===== config.mk =====
export PLATFORM = sky130hd
export DESIGN_NAME = seg7_scan_ctrl
export DESIGN_NICKNAME = d
export VERILOG_FILES = /design/src/rtl/seg7_scan_ctrl_pkg.sv /design/src/rtl/seg7_scan_ctrl_decode.sv /design/src/rtl/seg7_scan_ctrl.sv
export SDC_FILE = /design/constraint.sdc
export NUM_CORES = 1
export LEC_CHECK = 0
export ABC_CLOCK_PERIOD_IN_PS = 2200
export CORE_ASPECT_RATIO = 1.75
export CORE_MARGIN = 1.5
export CORE_UTILIZATION = 43
export CTS_CLUSTER_DIAMETER = 50
export DETAILED_ROUTE_END_ITERATION = 8
export HOLD_SLACK_MARGIN = 0.12
export PLACE_DENSITY = 0.6
export SLEW_MARGIN = 25
export SYNTH_ARGS = -nofsm -noshare
export SYNTH_HDL_FRONTEND = slang
export SYNTH_SLANG_ARGS = --single-unit

===== constraint.sdc =====
create_clock -name CLK -period 2.2 [get_ports CLK]
set_input_delay 0.55 -clock CLK [delete_from_list [all_inputs] [get_ports CLK]]
set_output_delay 0.55 -clock CLK [all_outputs]
set_load 0.02 [all_outputs]

===== src/rtl/seg7_scan_ctrl_pkg.sv =====
// Shared definitions for the seven-segment scan controller: segment
// bit order, active-low digit patterns, the dp bit index and the scan states.
package seg7_scan_ctrl_pkg;

  // Segment bus order is {a,b,c,d,e,f,g,dp}, active-low (0 = segment lit).
  localparam int SEG_W  = 8;
  localparam int DP_BIT = 0;

  localparam logic [SEG_W-1:0] SEG_BLANK = 8'hFF;
  localparam logic [SEG_W-1:0] SEG_0     = 8'h03;
  localparam logic [SEG_W-1:0] SEG_1     = 8'h9F;
  localparam logic [SEG_W-1:0] SEG_2     = 8'h25;
  localparam logic [SEG_W-1:0] SEG_3     = 8'h0D;
  localparam logic [SEG_W-1:0] SEG_4     = 8'h99;
  localparam logic [SEG_W-1:0] SEG_5     = 8'h49;
  localparam logic [SEG_W-1:0] SEG_6     = 8'h41;
  localparam logic [SEG_W-1:0] SEG_7     = 8'h1B;  // 7 drawn with the f segment
  localparam logic [SEG_W-1:0] SEG_8     = 8'h01;
  localparam logic [SEG_W-1:0] SEG_9     = 8'h09;

  // Scan slot phase: dead time first, then the digit is driven.
  typedef enum logic {
    ST_BLANK = 1'b0,
    ST_DRIVE = 1'b1
  } scan_state_t;

  // Light the decimal point on top of an already chosen segment pattern.
  function automatic logic [SEG_W-1:0] seg_with_dp(input logic [SEG_W-1:0] seg,
                                                   input logic dp);
    logic [SEG_W-1:0] r;
    r = seg;
    if (dp) r[DP_BIT] = 1'b0;
    return r;
  endfunction

endpackage


===== src/rtl/seg7_scan_ctrl_decode.sv =====
// Combinational BCD-to-seven-segment decoder (shared DECODE7 block).
// Produces the active-low pattern with dp dark, plus a flag for digits 0..9.
module seg7_scan_ctrl_decode
  import seg7_scan_ctrl_pkg::*;
(
  input  logic [3:0]       bcd,
  output logic [SEG_W-1:0] seg,
  output logic             valid
);

  // Table lookup; codes above 9 decode dark and are flagged invalid.
  always_comb begin
    seg   = SEG_BLANK;
    valid = 1'b1;
    case (bcd)
      4'd0:    seg = SEG_0;
      4'd1:    seg = SEG_1;
      4'd2:    seg = SEG_2;
      4'd3:    seg = SEG_3;
      4'd4:    seg = SEG_4;
      4'd5:    seg = SEG_5;
      4'd6:    seg = SEG_6;
      4'd7:    seg = SEG_7;
      4'd8:    seg = SEG_8;
      4'd9:    seg = SEG_9;
      default: valid = 1'b0;
    endcase
  end

endmodule


===== src/rtl/seg7_scan_ctrl.sv =====
// Time-multiplexed scan controller for a common-anode seven-segment display.
// Steps through the digits one slot at a time with dead time at the start of
// each slot, applies leading-zero blanking and decimal points, and swaps in
// new display data only at frame boundaries.
module seg7_scan_ctrl
  import seg7_scan_ctrl_pkg::*;
#(
  parameter int NUM_DIGITS = 4,
  parameter int DIV        = 50000,
  parameter int BLANK_CYC  = 16
) (
  input  logic                    CLK,
  input  logic                    RST_N,
  input  logic                    LOAD,
  input  logic [4*NUM_DIGITS-1:0] DATA_IN,
  input  logic [NUM_DIGITS-1:0]   DP_IN,
  input  logic                    LZB_EN,
  output logic                    ACK,
  output logic [SEG_W-1:0]        SEG_OUT,
  output logic [NUM_DIGITS-1:0]   DIG_SEL,
  output logic                    FRAME_TICK
);

  localparam int CNT_W = $clog2(DIV);
  localparam int IDX_W = (NUM_DIGITS > 1) ? $clog2(NUM_DIGITS) : 1;
  localparam logic [CNT_W-1:0] CNT_LAST = CNT_W'(DIV - 1);
  localparam logic [IDX_W-1:0] IDX_LAST = IDX_W'(NUM_DIGITS - 1);
  // With no dead time the slot opens directly in DRIVE.
  localparam scan_state_t STATE_RST = (BLANK_CYC == 0) ? ST_DRIVE : ST_BLANK;

  logic [CNT_W-1:0]        cnt_reg, cnt_next;
  logic [IDX_W-1:0]        idx_reg, idx_next;
  scan_state_t             state_reg, state_next;

  logic [4*NUM_DIGITS-1:0] shadow_data_reg;
  logic [NUM_DIGITS-1:0]   shadow_dp_reg;
  logic                    shadow_lzb_reg;
  logic                    pending_reg;

  logic [4*NUM_DIGITS-1:0] active_data_reg;
  logic [NUM_DIGITS-1:0]   active_dp_reg;
  logic                    active_lzb_reg;
  logic                    active_valid_reg;

  logic [SEG_W-1:0]        seg_reg, seg_next;
  logic [NUM_DIGITS-1:0]   dig_reg, dig_next;
  logic                    ack_reg;
  logic                    tick_reg;

  logic                    frame_end;
  logic [3:0]              act_nib [NUM_DIGITS];
  logic [3:0]              cur_nib;
  logic [NUM_DIGITS-1:0]   lzb_mask;
  logic [SEG_W-1:0]        dec_seg;
  logic                    dec_valid;

  // Marks leading zero digits, scanning from the leftmost digit down.
  // Digit 0 is never marked; a non-BCD nibble counts as significant.
  function automatic logic [NUM_DIGITS-1:0] lz_mask(input logic [4*NUM_DIGITS-1:0] d);
    logic                  seen;
    logic [NUM_DIGITS-1:0] m;
    seen = 1'b0;
    m    = '0;
    for (int i = NUM_DIGITS - 1; i >= 1; i--) begin
      if (d[4*i +: 4] != 4'd0) seen = 1'b1;
      m[i] = ~seen;
    end
    return m;
  endfunction

  assign frame_end = (idx_reg == IDX_LAST) && (cnt_reg == CNT_LAST);

  // Split the active display word into per-digit nibbles.
  for (genvar gi = 0; gi < NUM_DIGITS; gi++) begin : g_nib
    assign act_nib[gi] = active_data_reg[4*gi +: 4];
  end

  assign cur_nib  = act_nib[idx_reg];
  assign lzb_mask = active_lzb_reg ? lz_mask(active_data_reg) : '0;

  seg7_scan_ctrl_decode u_decode7 (
    .bcd   (cur_nib),
    .seg   (dec_seg),
    .valid (dec_valid)
  );

  // Scan position and slot phase register.
  always_ff @(posedge CLK or negedge RST_N) begin
    if (!RST_N) begin
      cnt_reg   <= '0;
      idx_reg   <= '0;
      state_reg <= STATE_RST;
    end else begin
      cnt_reg   <= cnt_next;
      idx_reg   <= idx_next;
      state_reg <= state_next;
    end
  end

  // Next scan position; the phase is derived from where the slot counter lands.
  always_comb begin
    cnt_next = cnt_reg + CNT_W'(1);
    idx_next = idx_reg;
    if (cnt_reg == CNT_LAST) begin
      cnt_next = '0;
      idx_next = (idx_reg == IDX_LAST) ? '0 : idx_reg + IDX_W'(1);
    end
    state_next = (int'(cnt_next) < BLANK_CYC) ? ST_BLANK : ST_DRIVE;
  end

  // Pin values for the current slot; registered below so they lag the scan by one clock.
  always_comb begin
    seg_next = SEG_BLANK;
    dig_next = '1;
    if (state_reg == ST_DRIVE) begin
      dig_next = ~(NUM_DIGITS'(1) << idx_reg);
      if (active_valid_reg && dec_valid && !lzb_mask[idx_reg]) begin
        seg_next = dec_seg;
      end
      seg_next = seg_with_dp(seg_next, active_dp_reg[idx_reg]);
    end
  end

  // Load handshake: capture into shadow, commit to active at frame end.
  // A LOAD landing on the commit cycle skips the shadow entirely.
  always_ff @(posedge CLK or negedge RST_N) begin
    if (!RST_N) begin
      shadow_data_reg  <= '0;
      shadow_dp_reg    <= '0;
      shadow_lzb_reg   <= 1'b0;
      pending_reg      <= 1'b0;
      active_data_reg  <= '0;
      active_dp_reg    <= '0;
      active_lzb_reg   <= 1'b0;
      active_valid_reg <= 1'b0;
    end else if (LOAD && frame_end) begin
      active_data_reg  <= DATA_IN;
      active_dp_reg    <= DP_IN;
      active_lzb_reg   <= LZB_EN;
      active_valid_reg <= 1'b1;
      pending_reg      <= 1'b0;
    end else if (LOAD) begin
      shadow_data_reg  <= DATA_IN;
      shadow_dp_reg    <= DP_IN;
      shadow_lzb_reg   <= LZB_EN;
      pending_reg      <= 1'b1;
    end else if (frame_end && pending_reg) begin
      active_data_reg  <= shadow_data_reg;
      active_dp_reg    <= shadow_dp_reg;
      active_lzb_reg   <= shadow_lzb_reg;
      active_valid_reg <= 1'b1;
      pending_reg      <= 1'b0;
    end
  end

  // Output pins, acknowledge and frame pulse registers.
  always_ff @(posedge CLK or negedge RST_N) begin
    if (!RST_N) begin
      seg_reg  <= SEG_BLANK;
      dig_reg  <= '1;
      ack_reg  <= 1'b0;
      tick_reg <= 1'b0;
    end else begin
      seg_reg  <= seg_next;
      dig_reg  <= dig_next;
      ack_reg  <= frame_end && (pending_reg || LOAD);
      tick_reg <= frame_end;
    end
  end

  assign SEG_OUT    = seg_reg;
  assign DIG_SEL    = dig_reg;
  assign ACK        = ack_reg;
  assign FRAME_TICK = tick_reg;

endmodule


==> results of run 1 <==
[power by group through the flow]
stage | Sequential [mW] | Combinational (mW) | Clock, mW
after global routing | 1.48 | 0.176 | 1.68
after detailed placement | 1.50 | 0.159 | 0
after floorplan | 1.49 | 0.0675 | 0
after CTS | 1.48 | 0.160 | 1.63
after global placement | 1.50 | 0.156 | 0
final | 1.48 | 0.155 | 1.58
[cells by family (layout without fill, tap and decap cells)]
kind of cell / count (synthesis) / after routing / synth area share (%)
flops: 77 / 77 / 54.06
fa+ha+maj: 5 / 5 / 1.742
simple gates: 96 / 96 / 13.72
mux: 27 / 27 / 9.997
buf+inv: 27 / 72 / 4.633
compound gates: 74 / 74 / 12.19
xor+xnor: 15 / 15 / 3.657
[worst paths after layout]
path | endpoint | slack (ns) | cells past startpoint
min in group CLK | active_valid_reg$_DFFE_PN0P_ | 0.47 | 1
worst max register to register | active_data_reg[1]$_DFFE_PN0P_ | 0.16 | 7
worst min-delay path | shadow_data_reg[11]$_DFFE_PN0P_ | 0.21 | 1
worst min register to register | active_valid_reg$_DFFE_PN0P_ | 0.47 | 1
worst max-delay path | active_data_reg[1]$_DFFE_PN0P_ | 0.16 | 7
max in group asynchronous | active_data_reg[5]$_DFFE_PN0P_ | 1.42 | 2
[worst max-delay path, cell delays in order (launching register included)]
cell and delay, ns:
dfrtp_1 0.42, nor4bb_1 0.44, and4_1 0.33, buf_4 0.24
nand3b_2 0.12, buf_12 0.19, nand2_1 0.08, o21ai_1 0.08
[layer usage]
metal	share of wire [%]	global-route usage (%)	vias to the layer above	wire (microns)
met3	2.9	4.612	16	221
li1	-	-	1248	-
met4	2.5	9.316	0	191
met5	0	0	-	0
met2	52	32.41	52	3965
met1	42	22.72	1226	3213
[stage by stage]
stage | utilization, % | setup slack [ns] | power (mW) | hold WS [ns]
2_1_floorplan | - | 0.3419 | 1.562 | 0.2544
3_3_place_gp | 49.57 | 0.1987 | 1.657 | 0.4495
3_5_place_dp | 49.57 | 0.1151 | 1.661 | 0.4620
4_1_cts | 53.52 | 0.1772 | 3.264 | 0.2077
5_1_grt | 53.52 | 0.03881 | 3.338 | 0.2477
6_report | 53.52 | 0.1642 | 3.213 | 0.2066
[synth_stat cells, types with 2 or more instances]
library cell   n
dfrtp_1       65
nand2_1       37
o21ai_1       22
o22ai_1       22
mux2_1        20
nor2_1        16
dfstp_2       12
buf_2         10
a21oi_1        9
o21ai_0        9
nand3_1        8
xor2_1         8
xnor2_1        7
inv_1          6
buf_6          5
ha_1           5
mux4_2         5
nor4_1         5
buf_4          4
and3_1         3
and4_1         3
nor3_1         3
o2111ai_1      3
or4_1          3
clkbuf_1       2
nand4_1        2
nor2b_1        2
nor4bb_1       2
o31ai_1        2
or2_1          2
or3_1          2
[placed cells by master (no fill, tap or decap), types with 11 or more instances in the layout]
| master | count |
|---|---|
| dfstp_2 | 12 |
| o22ai_1 | 22 |
| buf_4 | 11 |
| mux2_1 | 20 |
| nor2_1 | 16 |
| dfrtp_1 | 65 |
| nand2_1 | 37 |
| clkdlybuf4s50_1 | 36 |
| o21ai_1 | 22 |
[area by class of cell]
type	count	area (sq um)
fillers	729	3812
flip-flops and latches	77	1942
multi-input cells	217	1484
inverters	6	22.52
repair buffers	50	503.0
clock buffers	9	225.2
clock inverters	7	98.84
well taps	92	115.1
==> out/results.ini, run 1 <==
[run_status]
run_status=complete, no violations

[routing]
vias_per_cell=5.550
vias=2542
drt_first_pass_iters=6
routed_wl_microns=7592
wl_per_cell_microns=16.58
first_iter_violations=142
post-route-drc-count=0
ant_nets=0

[final_layout]
antenna_cells=0
instances_no_fill=458
fin_area_sq_mm=0.004390
syn_to_final_growth_pct=22.22
drive_above_1_share_pct=14.48
finalNetCount=390

[sta]
max_clock_freq_mhz=491.2
tns_ns=0
hold_viol=0
slew_viol_final=0
min_period_ns=2.036
worst_pin_slew_ns=0.6779
fin_skew_ns=0.008125
rsz0062_at_grt=no
min_period_over_period_pct=92.54
slew_headroom_pct=54.75
setup_viol=0

[power]
p_int_mw=2.535
power_leakage_nw=1.814
p_sw_share_pct=21.09
pwr-share-clk_pct=49.2
powerDensity_mw_per_mm2=731.8
power_frac_comb_pct=4.8
ir_worst_vdd_mv=0.3962
p_sw_mw=0.6778
p_seq_share_pct=46.0

[clock_tree]
cts_tree=yes
cts.path.max_buffers=2
clkTransAtPathRegs_ns=0.06
clock-sinks=77
post_cts_resized=0
cts_buffers=9
insertion_delay_ns=0.34
post_cts_buffers=0
ctsHtreeMaxLevel=3
cts_root_buf=clkbuf_16
hold_buffers=0

[global_route]
grt_antenna_before_repair=0
grt_first_pass_wirelength_microns=12760
grtUsageTotal_pct=19.18
grt_pass1_vias=2627
grt_overflow=0
grt_max_degree=44

[placement]
place_area_sq_mm=0.004066
dp_cells=442
dpl.hpwl_microns=5328
globalplace.congestion=0.8370
port_buffers=37

[critical_path]
arrival_ns=2.24
worstSetupEndpointType=register
crit_fanout=43
worst_setup_path_start_kind=register
rr_startpoint=cnt_reg[12]$_DFF_PN0_
crit_start=cnt_reg[12]$_DFF_PN0_
worstSetupPathType=reg2reg
crit_required_ns=2.41

[floorplanning]
io_pins=38
rows=44
start_util_pct=43.79
die_w_microns=72.09
core_area_sq_mm=0.008203
die_h_microns=123.9
die_area_sq_mm=0.008933

[flow_run]
cap_violations=0

[yosys]
synth-seq-cells=77
async_flop_share_pct=100.0
yosysUniqueCellTypes=48
yosysTopAreaCellShare_pct=45.28
synth-seq-area-share_pct=54.06
syn_inst=321
syn_nets=350
avgSynthCellArea_sq_um=11.19
synth_flop_cell=dfrtp_1
yosysWarnings=0
synthesis.area_sq_mm=0.003592
yosysTopAreaCell=dfrtp_1
synth_edf_count=0
synth.top_cells.by_area=dfrtp_1, dfstp_2, mux2_1

[hold_path]
hp-class=in2async

Note: power is estimated with default switching activity, not from simulation.
==> run 2: changes to the inputs <==
Settings changed: CAP_MARGIN from default to 10, CELL_PAD_IN_SITES_DETAIL_PLACEMENT from default to 1, CELL_PAD_IN_SITES_GLOBAL_PLACEMENT from default to 2, CORE_UTILIZATION 43 to 37, PLACE_DENSITY 0.6 to 0.75.
==> run 2 against run 1 <==
Non-clock buffer count rose by 4. Cell count rose by 7.4%. Sequential power barely moved. Total power fell by 7.9%. Clock power fell by 16%. Global-route usage fell by 0.51 points. Register-to-register slack barely moved. Critical path type unchanged. Largest cell class unchanged.
==> out/results.ini, run 2 (synthesis results as in run 1) <==
[placement]
place_ws_ns=0.1027  ; was 0.1151 ns
port_buffers=37  ; unchanged
globalplace.congestion=0.8335  ; was 0.8370
dpl.hpwl_microns=6081  ; was 5328 microns

[final_layout]
layout_common_cells=dfrtp_1, nand2_1, clkdlybuf4s50_1  ; unchanged
multi_input_area_sq_mm=0.001490  ; was 0.001484 sq mm
fillCellCount=1012  ; was 729
finalNetCount=394  ; was 390
syn_to_final_growth_pct=22.57  ; was 22.22%
register_area_sq_mm=0.001942  ; unchanged
final_common_cell=dfrtp_1  ; unchanged
antenna_cells=0  ; unchanged
drive_above_1_share_pct=14.86  ; was 14.48%

[floorplanning]
die_area_sq_mm=0.01033  ; was 0.008933 sq mm
rows=47  ; was 44
die_w_microns=77.49  ; was 72.09 microns
start_util_pct=37.94  ; was 43.79%
die_h_microns=133.3  ; was 123.9 microns
io_pins=38  ; unchanged
core_area_sq_mm=0.009468  ; was 0.008203 sq mm

[critical_path]
reg2reg_to=state_reg$_DFF_PN0_  ; was active_data_reg[1]$_DFFE_PN0P_
crit_slowest_cell=or4_1  ; was nor4bb_1
arrival_ns=2.24  ; about the same
crit_fanout=4  ; was 43
max_stage_delay_ns=0.51  ; was 0.44 ns
crit_end=state_reg$_DFF_PN0_  ; was active_data_reg[1]$_DFFE_PN0P_
worst_setup_path_start_kind=register  ; unchanged
crit_required_ns=2.39  ; was 2.41 ns
r2r_cells=6  ; was 7
rrSetupSlack_ns=0.15  ; was 0.16 ns
rr_startpoint=cnt_reg[0]$_DFF_PN0_  ; was cnt_reg[12]$_DFF_PN0_
crit_path_cell_trace=ha_1, nand4_1, or4_1, a21oi_1, and4_1, o2111ai_1  ; was nor4bb_1, and4_1, buf_4, nand3b_2, buf_12, nand2_1, o21ai_1
worstSetupPathType=reg2reg  ; unchanged
crit_start=cnt_reg[0]$_DFF_PN0_  ; was cnt_reg[12]$_DFF_PN0_
worstSetupEndpointType=register  ; unchanged

[sta]
slew_headroom_pct=55.16  ; was 54.75%
worst_pin_slew_ns=0.6719  ; was 0.6779 ns
tns_ns=0  ; unchanged
hold_viol=0  ; unchanged
fin_skew_ns=0.007395  ; was 0.008125 ns
min_period_over_period_pct=93.11  ; was 92.54%
rsz0062_at_grt=no  ; unchanged
max_clock_freq_mhz=488.2  ; was 491.2 MHz
min_period_ns=2.048  ; was 2.036 ns
slew_viol_final=0  ; unchanged
setup_viol=0  ; unchanged
setup_ws_ns=0.1515  ; was 0.1642 ns

[global_route]
grt_antenna_before_repair=0  ; unchanged
grt_overflow=0  ; unchanged
grt_first_pass_wirelength_microns=14780  ; was 12760 microns
grt_max_degree=56  ; was 44
grtUsageTotal_pct=18.67  ; was 19.18%
grt_pass1_vias=2979  ; was 2627

[clock_tree]
cts_tree=yes  ; unchanged
insertion_delay_ns=0.34  ; about the same
cts_root_buf=clkbuf_16  ; unchanged
cts.path.max_buffers=2  ; unchanged
ctsHtreeMaxLevel=3  ; unchanged
cts_buffers=9  ; unchanged
clock-sinks=77  ; unchanged
clkTransAtPathRegs_ns=0.06  ; about the same

[routing]
drt_first_pass_iters=4  ; was 6
first_iter_violations=38  ; was 142
wl_per_cell_microns=17.59  ; was 16.58 microns
ant_nets=0  ; unchanged
vias_per_cell=5.384  ; was 5.550
vias=2649  ; was 2542
routed_wl_microns=8654  ; was 7592 microns
post-route-drc-count=0  ; unchanged

[hold_path]
hp-class=reg2reg  ; was in2async
worstHoldStart=active_valid_reg$_DFFE_PN0P_

[power]
power_leakage_nw=1.808  ; was 1.814 nW
powerDensity_mw_per_mm2=672.4  ; was 731.8 mW/mm^2
ir_worst_vdd_mv=0.4273  ; was 0.3962 mV

[flow_run]
cap_violations=0  ; unchanged

[run_status]
run_status=complete, no violations  ; unchanged

run 2: how the worst min path moves through the flow:
stage                                      end  slack [ns]  cells past startpoint
6_report          active_valid_reg$_DFFE_PN0P_        0.48                      1
4_1_cts           active_valid_reg$_DFFE_PN0P_        0.48                      1
2_1_floorplan                    ACK$_DFF_PN0_        0.25                      0
5_1_grt        shadow_data_reg[13]$_DFFE_PN0P_        0.50                      1
3_3_place_gp      active_valid_reg$_DFFE_PN0P_        0.45                      1
3_5_place_dp      active_valid_reg$_DFFE_PN0P_        0.46                      1
run 2: area by class of cell:
class	count	share of cell area [%]
clock inverters	5	0.6252
multi-input cells	217	33.84
flip-flops and latches	77	44.10
well taps	122	3.467
repair buffers	54	12.16
inverters	6	0.5115
clock buffers	11	5.286
run 2: report_power, final:
part / internal (mW) / switching, mW
sequential: 1.46 / 0.0196
combinational: 0.0823 / 0.0760
clock: 0.756 / 0.570
run 2: per-layer routing:
layer | part of all wire, % | vias up | wire length (microns) | track usage, %
li1 | - | 1246 | - | -
met1 | 41 | 1338 | 3506 | 21.07
met2 | 53 | 41 | 4623 | 32.65
met3 | 2.3 | 24 | 203 | 3.630
met4 | 3.7 | 0 | 320 | 10.20
met5 | 0 | - | 0 | 0
run 2: through the flow:
step	instance area (sq um)	utilization (%)	hold slack [ns]	total power, mW	cells
after floorplan	3592	-	0.2544	1.562	321
after global placement	4126	43.58	0.4498	1.658	475
after detailed placement	4126	43.58	0.4615	1.663	475
after CTS	4397	46.44	0.4828	3.009	492
after global routing	4403	46.50	0.5039	3.081	492
final	4403	46.50	0.4786	2.961	492
run 2: worst max-delay path, delay by kind of cell (launching register included):
kind	cells	cell delay (ns)
flops	1	0.40
simple gates	3	0.92
compound gates	2	0.33
fa+ha+maj	1	0.24
run 2: what timing repair did:
item | 4_1_cts | 5_1_grt
buffers inserted | 0 | 0
hold buffers | 1 | 0
endpoints found under the hold margin | 14 | 0
gates resized for setup | 0 | 1
endpoints found under the setup margin | 0 | 21
